### src/rtl/oam_dma.sv
// oam_dma -- NES sprite DMA engine sitting beside the 6502 core.
//
// Purpose:
//   Watches CPU writes for the DMA register. A write of page value P halts
//   the core (rdy low) and copies P00..P(XFER_LEN-1) into OAMDATA as
//   alternating read/write bus cycles that the engine masters itself.
//
// Ports:
//   clk, rst          system clock (one CPU cycle per edge), sync active-high reset
//   cpu_addr          core address bus
//   cpu_data_out      core write data (carries the page number on trigger)
//   cpu_wen, cpu_ren  core write / read strobes
//   dma_data_in       bus read data, sampled at the end of each DMA read cycle
//   rdy               to core rdy; 0 halts the core on its next read cycle
//   dma_active        1 while the engine owns the bus (top-level mux select)
//   dma_addr          engine bus address
//   dma_ren, dma_wen  engine read / write strobes
//   dma_data_out      engine write data (byte captured in the previous read)
//   dbg_state         current FSM state encoding (observation only)
//   dbg_parity        current get/put parity (0 = get, 1 = put)
//
// Halt handshake: rdy is a level, not a pulse. Once rdy is low the core keeps
// running its write cycles (the 6502 ignores rdy on writes) and stops on its
// first read; that read cycle is the dummy cycle the engine waits for. The
// engine only drives the bus while dma_active is high and releases rdy in the
// cycle right after the final OAM write.
//
// All outputs are registered from next-state values, so each output reflects
// the state occupied during the same cycle, with no combinational path from
// cpu_* inputs.

module oam_dma #(
  parameter logic [15:0] DMA_REG_ADDR  = 16'h4014,
  parameter logic [15:0] OAM_DATA_ADDR = 16'h2004,
  parameter int          XFER_LEN      = 256
) (
  input  logic        clk,
  input  logic        rst,
  input  logic [15:0] cpu_addr,
  input  logic [7:0]  cpu_data_out,
  input  logic        cpu_wen,
  input  logic        cpu_ren,
  input  logic [7:0]  dma_data_in,
  output logic        rdy,
  output logic        dma_active,
  output logic [15:0] dma_addr,
  output logic        dma_ren,
  output logic        dma_wen,
  output logic [7:0]  dma_data_out,
  output logic [2:0]  dbg_state,
  output logic        dbg_parity
);

  typedef enum logic [2:0] {
    S_IDLE      = 3'd0,
    S_HALT_WAIT = 3'd1,
    S_ALIGN     = 3'd2,
    S_READ      = 3'd3,
    S_WRITE     = 3'd4
  } state_e;

  localparam logic [7:0] LAST_IDX = 8'(XFER_LEN - 1);

  state_e      state_q, state_d;
  logic [7:0]  page_q, page_d;
  logic [7:0]  idx_q, idx_d;
  logic        parity_q, parity_d;
  logic [7:0]  data_q, data_d;
  logic        rdy_q, rdy_d;
  logic        active_q, active_d;
  logic [15:0] addr_q, addr_d;
  logic        ren_q, ren_d;
  logic        wen_q, wen_d;

  always_comb begin
    state_d  = state_q;
    page_d   = page_q;
    idx_d    = idx_q;
    parity_d = ~parity_q;
    data_d   = data_q;

    case (state_q)
      S_IDLE: begin
        // Only the CPU strobes can trigger, and only here, so the engine's
        // own OAM writes can never restart a transfer.
        if (cpu_wen && (cpu_addr == DMA_REG_ADDR)) begin
          page_d  = cpu_data_out;
          state_d = S_HALT_WAIT;
        end
      end
      S_HALT_WAIT: begin
        // The first core read is the dummy cycle. Reads must land on get
        // (parity 0) cycles: if the dummy cycle is a put cycle the next one
        // is already a get, otherwise burn one ALIGN cycle.
        if (cpu_ren) begin
          state_d = parity_q ? S_READ : S_ALIGN;
        end
      end
      S_ALIGN: begin
        state_d = S_READ;
      end
      S_READ: begin
        data_d  = dma_data_in;
        state_d = S_WRITE;
      end
      S_WRITE: begin
        if (idx_q == LAST_IDX) begin
          idx_d   = 8'd0;
          state_d = S_IDLE;
        end else begin
          idx_d   = idx_q + 8'd1;
          state_d = S_READ;
        end
      end
      default: begin
        state_d = S_IDLE;
      end
    endcase

    // Outputs are decoded from the next state so the registered copies line
    // up with the state they describe.
    rdy_d    = (state_d == S_IDLE);
    active_d = (state_d == S_ALIGN) || (state_d == S_READ) || (state_d == S_WRITE);
    ren_d    = (state_d == S_READ);
    wen_d    = (state_d == S_WRITE);
    addr_d   = 16'h0000;
    if (state_d == S_READ) begin
      // idx is only 8 bits and the page byte is concatenated, so the source
      // address can never carry into the next page.
      addr_d = {page_d, idx_d};
    end else if (state_d == S_WRITE) begin
      addr_d = OAM_DATA_ADDR;
    end
  end

  always_ff @(posedge clk) begin
    if (rst) begin
      state_q  <= S_IDLE;
      page_q   <= 8'd0;
      idx_q    <= 8'd0;
      parity_q <= 1'b0;
      data_q   <= 8'd0;
      rdy_q    <= 1'b1;
      active_q <= 1'b0;
      addr_q   <= 16'h0000;
      ren_q    <= 1'b0;
      wen_q    <= 1'b0;
    end else begin
      state_q  <= state_d;
      page_q   <= page_d;
      idx_q    <= idx_d;
      parity_q <= parity_d;
      data_q   <= data_d;
      rdy_q    <= rdy_d;
      active_q <= active_d;
      addr_q   <= addr_d;
      ren_q    <= ren_d;
      wen_q    <= wen_d;
    end
  end

  assign rdy          = rdy_q;
  assign dma_active   = active_q;
  assign dma_addr     = addr_q;
  assign dma_ren      = ren_q;
  assign dma_wen      = wen_q;
  assign dma_data_out = data_q;
  assign dbg_state    = state_q;
  assign dbg_parity   = parity_q;

endmodule

### config.mk
export PLATFORM = sky130hd
export DESIGN_NAME = oam_dma
export DESIGN_NICKNAME = d
export VERILOG_FILES = /design/src/rtl/oam_dma.sv
export SDC_FILE = /design/constraint.sdc
export NUM_CORES = 1
export LEC_CHECK = 0
export CORE_ASPECT_RATIO = 0.8
export CORE_MARGIN = 4
export CORE_UTILIZATION = 39
export DETAILED_ROUTE_END_ITERATION = 7
export PLACE_DENSITY = 0.75
export SETUP_SLACK_MARGIN = 0.5
export SLEW_MARGIN = 15
export SYNTH_ARGS = -nofsm -noshare
export SYNTH_HDL_FRONTEND = slang
export SYNTH_SLANG_ARGS = --single-unit
### constraint.sdc
create_clock -name clk -period 1.6 [get_ports clk]
set_input_delay 0.32 -clock clk [delete_from_list [all_inputs] [get_ports clk]]
set_output_delay 0.32 -clock clk [all_outputs]
set_load 0.05 [all_outputs]
==> After elaboration in Yosys (flattened, before gate mapping) <==
Cells that the tools add are included.
{ "totals": {"ff_bits": 48, "output_inout_bits": 32, "input_bits": 36, "wordCells": 37} }
{ "op_classes": {"addsub": 1, "n_reduce_logical": 5, "eq_ne": 9, "n_mux": 11, "n_bitwise": 1} }
{ "op_table": {"columns": ["cell", "n"], "rows": [
  ["2-to-1 mux 8 bit", 4],
  ["equality test 16 x 15 -> 1 bit, second input constant", 1],
  ["2-to-1 mux 16 bit", 1],
  ["case mux 3 bit (5 select lines)", 1],
  ["2-to-1 mux 14 bit", 1],
  ["equality test 3 x 2 -> 1 bit, second input constant", 4],
  ["adder 8 x 1 -> 8 bit, second input constant", 1],
  ["equality test 8 bit, second input constant", 1],
  ["equality test 3 bit, second input constant", 2],
  ["logical NOT 3 bit", 2],
  ["2-to-1 mux 3 bit", 2],
  ["equality test 3 x 1 -> 1 bit, second input constant", 1],
  ["logical OR 1 bit", 2],
  ["2-to-1 mux 2 bit", 1],
  ["logical AND 1 bit", 1],
  ["2-to-1 mux 1 bit", 1],
  ["NOT 1 bit", 1]
]} }

==> Longest topological paths before layout <==
Gate-level depths: netlist of the first run.
{ "logic_depth": {"ltp_word": 7, "ltp_mapped": 6, "mapped_depth_nobuf": 5} }

==> Worst setup path before layout of the first run <==
No wires, ideal clock.
{ "synth_timing": {"path_kind": "reg-to-reg", "start": "reg state_q[2], in the netlist dbg_state[2]", "end": "reg addr_q[3], in the netlist dma_addr[3]", "setup_ns": 0.133, "path_buffers": 1, "required_time_ns": 1.467, "slack_ns": -0.260, "path_stages_with_launch": 6, "arrival_time_ns": 1.727, "cell_sequence": "dfxtp_1 > buf_4 > or3b_4 > nor3_2 > and3_1 > nor4_1"} }
{ "synth_between": {"elab_chain_cells": 4, "elab_cells_between_ends": 11} }
{ "synth_lines": {"columns": ["item", "line", "source"], "rows": [
  ["from (decl)", "64", "state_e state_q, state_d;"],
  ["from (signal assigned)", "149", "state_q <= state_d;"],
  ["equality test 3 bit (tied with other cells)", "82", "case (state_q)"],
  ["case mux 3 bit (5 select lines)", "82", null],
  ["equality test 3 x 2 -> 1 bit", "127", "if (state_d == S_READ) begin"],
  ["2-to-1 mux 16 bit (*)", "127", null],
  ["to (signal assigned)", "156", "addr_q <= addr_d;"],
  ["to (decl)", "71", "logic [15:0] addr_q, addr_d;"]
]} }
Mark *: on every way between the ends. The rest lies on a longest branch, timed or not.
A chain may end at the register's enable or synchronous reset.

==> Worst setup path in the final report of the first run <==
{ "layout_timing": {"start": "reg state_q[1], in the netlist dbg_state[1]", "end": "reg state_q[0], in the netlist dbg_state[0]"} }
{ "layout_between": {"elab_chain_cells": 2, "elab_cells_between_ends": 6} }
{ "layout_lines": {"columns": ["item", "line"], "rows": [
  ["equality test 3 bit (tied with other cells)", "82"],
  ["case mux 3 bit (5 select lines) (*)", "82"]
]} }
Marks and branches as above.

==> out/metrics.csv, run 1 <==
stage,metric,value,unit
clock_network,cts.htree.levels,2,
sta,slew_viol_final,0,
cells_and_area,mostFrequentLayoutCells,"dfxtp_2, buf_4, buf_8, clkdlybuf4s50_1, buf_6",
clock_network,clkTransAtPathRegs,0.09,ns
cells_and_area,final_common_cell,dfxtp_2,
sta,skew,0.00659,ns
sta,rsz0062_at_grt,true,
run,cap_violations,0,
floorplanning,die-area,5870,um2
route,route.detailed.drc,0,
synth,synthDistinctLibCells,43,
sta,max_slew_margin,0.716,
placed_design,post-place-cells,313,
placed_design,port-buffer-count,67,
worst_setup_path,r2r-start,dbg_state[1],
floorplanning,die_width,84.7,um
floorplanning,io_pins,68,
route,dr.pass1.iters,4,
synth,netlist_area,1830,um2
worst_setup_path,path_max_fanout,7,
synth,postSynthCellCount,183,
cells_and_area,drive_above_1_share,0.621,
clock_network,cts_tree,built,
sta,max_freq,679,MHz
synth,yosys_warnings,0,
hold_path,worstHoldPathType,reg2reg,
floorplanning,rows,22,
worst_setup_path,cp.arrival,1.70,ns
route,via_count,1886,
sta,tightestPinTransition,0.425,ns
synth,synth_area_per_cell,10.0,um2
global_routing,grt_pass1_vias,1880,
route,drt_iter0_markers,122,
hold_path,hp-start,dbg_parity,
clock_network,clk_path_buf_depth,2,
route,wl_per_cell,18.5,um
cells_and_area,num_antenna_cells,0,
sta,min_period,1.47,ns
synth,synth_edf_count,0,
synth,synth-seq-cells,48,
worst_setup_path,path_class,reg2reg,
cells_and_area,nets,329,
sta,hold_viol_final,0,
route,wl,6.54,mm
placed_design,dp.final_hpwl,3.29,mm
worst_setup_path,start_kind,flop,
global_routing,grt_max_degree,17,
pwr,power.density,649,nW/um2
clock_network,clkSinkCount,48,
global_routing,grt-ovfl-total,0,
global_routing,grt_usage,0.195,
floorplanning,die_height,69.3,um
floorplanning,start_util,0.401,
sta,min_period_over_period,0.921,
clock_network,cts_root_buf,clkbuf_8,
pwr,vdd_drop_max,0.720,mV
cells_and_area,stdcell_count,353,
sta,final-setup-viol-count,0,
synth,synth_fp_nets,220,
route,detail_route.vias_per_cell,5.34,
cells_and_area,final_util,0.785,
global_routing,grt_pass1_wl,9.16,mm
worst_setup_path,critPathCaptureType,flop,
worst_setup_path,worstPathRequired,1.83,ns
pwr,p_leak,1.45,nW
global_routing,antenna_found_initial,0,
clock_network,clk_latency,0.31,ns
synth,synth_ff_type,dfxtp_1,
route,ant_nets,0,
worst_setup_path,cp-startpoint,dbg_state[1],
cells_and_area,syn2layout_area_growth,95.6,%
status,status,completed,
synth,synthArstFlopShare,0,
clock_network,cts_made_buffers,5,
floorplanning,coreArea,4570,um2
placed_design,place_congestion,0.867,
synth,ys_seq_area_frac,0.524,
-- power breakdown --
group          internal [mW]  total [mW]  switching (mW)
sequential              1.18        1.19         0.00322
combinational         0.0900       0.148          0.0584
clock                  0.566       0.993           0.427
total                   1.84        2.33           0.488
-- cells in the mapped netlist, types with 3 or more instances --
master    number  area (um2)
buf_4          3        22.5
nand2_1        4        15.0
nor2_1        21        78.8
nor3_1         5        25.0
clkbuf_1       3        11.3
mux2i_1        9        90.1
dfxtp_1       48         961
nor4_1         4        25.0
a21oi_1       11        55.1
xor2_1         4        35.0
nand3_1       10        50.1
o21ai_0        9        45.0
nand3b_1       3        22.5
and2_1         8        50.1
a31oi_1        3        18.8
nand4_1        4        25.0
-- logic make-up (layout without fill, tap and decap cells) --
family / after synthesis / after routing / share of synthesized area
DFF: 48 / 48 / 0.524
AOI/OAI and AO/OA: 34 / 35 / 0.121
xor gates and xnor gates: 5 / 5 / 0.0239
and+or+nand+nor: 74 / 74 / 0.235
buffers and inverters: 12 / 121 / 0.0402
adders and majority gates: 1 / 1 / 0.00682
muxes: 9 / 9 / 0.0491
-- path summary, 6_finish.rpt --
kind	end	cells past startpoint	slack [ns]
setup / recovery	dbg_state[0]	6	0.13
hold / removal	dbg_parity	1	0.46
setup reg to reg	dbg_state[0]	6	0.13
hold reg to reg	dbg_parity	1	0.46
-- cell type report --
type                    instances  area [um2]
inverters                       1        3.75
clock inverters                 2        38.8
well taps                      60        75.1
fillers                       269         981
repair buffers                112        1200
flip-flops and latches         48        1030
clock buffers                   6        93.8
multi-input cells             124        1150
-- worst max-delay path, stage by stage, from the launching register on --
cell	delay, ns
dfxtp_4	0.39
buf_4	0.14
buf_6	0.11
buf_4	0.14
nand3b_1	0.18
a21o_1	0.24
a31oi_4	0.18
-- layer usage --
layer | vias up | GRT usage | wire length, um | share of wire
met3 | 25 | 0.0558 | 508 | 0.078
met5 | - | 0 | 0 | 0
met1 | 902 | 0.230 | 2460 | 0.38
met4 | 0 | 0.0844 | 218 | 0.033
met2 | 92 | 0.328 | 3350 | 0.51
li1 | 867 | - | - | -
-- sequential cells by signal, summed over array words and instances (netlist names) --
register      flops
dbg_parity        1
dbg_state         3
dma_active        1
dma_addr         16
dma_data_out      8
dma_ren           1
dma_wen           1
idx_q             8
page_q            8
rdy               1
-- timing repair --
action / in CTS / in global routing
setup buffers: 20 / 10
pin swaps: 24 / 12
gates resized for setup: 150 / 32
hold buffers: 0 / 0
cloned: 2 / 0
setup endpoints to repair: 77 / 80
-- stage by stage --
| step | TNS [ns] | hold slack (ns) | setup WS [ns] | total power [mW] | cell area (um2) |
|---|---|---|---|---|---|
| floorplan | 0 | 0.420 | 0.120 | 1.25 | 1900 |
| global placement | -2.15 | 0.433 | -0.224 | 1.35 | 2630 |
| detailed placement | -2.86 | 0.430 | -0.298 | 1.35 | 2630 |
| CTS | 0 | 0.454 | 0.230 | 2.31 | 3380 |
| global route | 0 | 0.470 | 0.0947 | 2.38 | 3590 |
| finish | 0 | 0.464 | 0.127 | 2.33 | 3590 |
Power figures use the tool's default switching activity.
==> inputs of run 2 (changes only) <==
Settings changed: PLACE_DENSITY 0.75 to 0.84.
==> run 2 against run 1 <==
Against the previous run:
- global-route usage shrank 1.8 points
- via count fell by 9.3%
- die area did not move
- largest cell class is now multi-input gates
- highest routed layer unchanged
==> out/metrics.csv, run 2 (synthesized netlist as in run 1, its figures left out) <==
stage,metric,value,unit,change
status,status,completed,,
worst_setup_path,start_kind,flop,,
route,dr.pass1.iters,4,,unchanged
global_routing,grt_pass1_wl,8.33,mm,-9.1%
cells_and_area,syn2layout_area_growth,91.1,%,
clock_network,cts_root_buf,clkbuf_8,,
clock_network,cts_hold_buffers,0,,unchanged
worst_setup_path,cpPeakStageDelay,0.38,ns,about the same
placed_design,post-place-cells,313,,unchanged
clock_network,clkSinkCount,48,,unchanged
route,wl_per_cell,17.2,um,-7.0%
hold_path,worstHoldPathType,reg2reg,,
sta,skew,0.0113,ns,+0.00471 ns
worst_setup_path,path_max_fanout,7,,unchanged
sta,hold_viol_final,0,,unchanged
route,drt_iter0_markers,58,,-52%
cells_and_area,stdcell_count,337,,-4.5%
pwr,p_leak,1.40,nW,-3.0%
pwr,power.density,657,nW/um2,+1.3%
route,ant_nets,0,,unchanged
sta,tightestPinTransition,0.359,ns,-0.0665 ns
cells_and_area,final_common_cell,dfxtp_2,,
clock_network,cts_tree,built,,
sta,slew_viol_final,0,,unchanged
worst_setup_path,path_buf_inv,1,,-2
cells_and_area,nets,313,,-4.9%
clock_network,clk_latency,0.30,ns,about the same
sta,min_period_over_period,0.908,,-0.0125
worst_setup_path,path_delay_family,flip-flops,,
placed_design,postPlaceCellArea,2640,um2,+0.48%
sta,final-setup-viol-count,0,,unchanged
clock_network,clk_path_buf_depth,2,,unchanged
global_routing,antenna_found_initial,0,,unchanged
floorplanning,start_util,0.401,,unchanged
worst_setup_path,cp_cell_sequence,ha_4 -> nand3_4 -> o21a_4 -> nor2_4 -> buf_6 -> nor3_4,,
clock_network,cts.htree.levels,2,,unchanged
global_routing,grt-ovfl-total,0,,unchanged
placed_design,dp.final_hpwl,3.25,mm,-1.2%
sta,min_period,1.45,ns,-0.0200 ns
floorplanning,coreArea,4570,um2,unchanged
worst_setup_path,cp.arrival,1.63,ns,-0.07 ns
global_routing,grt_max_degree,24,,+7
floorplanning,die-area,5870,um2,unchanged
route,route.detailed.drc,0,,unchanged
floorplanning,io_pins,68,,unchanged
cells_and_area,largest_reg_flops,16,,unchanged
floorplanning,die_height,69.3,um,unchanged
route,detail_route.vias_per_cell,5.08,,-5.0%
cells_and_area,design_area,3510,um2,-2.3%
sta,worst_slack,0.147,ns,+0.0200 ns
global_routing,grt_pass1_vias,1712,,-8.9%
sta,max_freq,688,MHz,+1.4%
worst_setup_path,critical_path.slowest_cell,dfxtp_2,,
floorplanning,rows,22,,unchanged
floorplanning,die_width,84.7,um,unchanged
placed_design,post-place-ws,-0.293,ns,+0.00560 ns
placed_design,place_congestion,0.770,,-11%
cells_and_area,drive_above_1_share,0.570,,-0.0508
placed_design,port-buffer-count,67,,unchanged
sta,max_slew_margin,0.759,,+0.0431
cells_and_area,num_antenna_cells,0,,unchanged
route,via_count,1711,,-9.3%
cells_and_area,mostFrequentLayoutCells,"dfxtp_2, buf_8, nor2_1, clkdlybuf4s50_1, buf_4",,
sta,rsz0062_at_grt,true,,
pwr,p_total,2.30,mW,-1.0%
run,cap_violations,0,,unchanged
clock_network,cts_made_buffers,5,,unchanged
worst_setup_path,critPathCaptureType,flop,,
worst_setup_path,worstPathRequired,1.78,ns,-0.05 ns
clock_network,clkTransAtPathRegs,0.08,ns,about the same
route,wl,5.81,mm,-11%
cells_and_area,final_util,0.767,,-0.0181
global_routing,grt_usage,0.177,,-0.0183
pwr,vdd_drop_max,0.719,mV,about the same
worst_setup_path,path_class,reg2reg,,
[run 2: changes by cell type in the layout (fill, tap and decap cells not counted), sizes merged]
cell | previous run | this run
buf | 77 | 61
dlygate4sd2 | 13 | 14
inv | 2 | 1
clkdlybuf4s50 | 21 | 19
dlymetal6s2s | 1 | 2
clkbuf | 6 | 7
[run 2: layout make-up]
class                      instances  area [um2]
clock buffer                       7        97.6
clock inverter                     1        30.0
fill                             297        1060
inverter                           1        3.75
multi-input combinational        124        1160
sequential                        48        1020
tap                               60        75.1
timing repair buffer              96        1120
[run 2: timing repair]
item | 4_1_cts | 5_1_grt
gates resized for setup | 123 | 62
buffers inserted | 10 | 5
pin swaps | 16 | 21
endpoints found under the setup margin | 77 | 79
gates cloned | 1 | 0
[run 2: per-layer routing]
| layer | global-route usage | vias to the layer above | share of wire |
|---|---|---|---|
| met3 | 0.0499 | 7 | 0.049 |
| met5 | 0 | - | 0 |
| met1 | 0.207 | 817 | 0.40 |
| met4 | 0.0492 | 0 | 0.017 |
| li1 | - | 834 | - |
| met2 | 0.314 | 53 | 0.54 |
[run 2: final timing paths]
path         slack, ns          end  startpoint  depth (start not counted)
max               0.15  dma_addr[6]    idx_q[0]                          6
min               0.44   dbg_parity  dbg_parity                          1
max reg2reg       0.15  dma_addr[6]    idx_q[0]                          6
min reg2reg       0.44   dbg_parity  dbg_parity                          1
[run 2: power by group]
group | switching [mW] | leakage [nW] | internal, mW
sequential | 0.00221 | 0.405 | 1.19
combinational | 0.0637 | 0.933 | 0.0923
clock | 0.397 | 0.0636 | 0.562
[run 2: stage by stage]
step                hold WS, ns  setup TNS [ns]
floorplan                 0.420               0
global placement          0.419           -2.30
detailed placement        0.414           -3.14
CTS                       0.450               0
global route              0.467               0
finish                    0.442               0
[run 2: worst register-to-register path: stages (launching register included)]
cell     delay (ns)
dfxtp_2        0.38
ha_4           0.16
nand3_4        0.07
o21a_4         0.27
nor2_4         0.26
buf_6          0.16
nor3_4         0.04
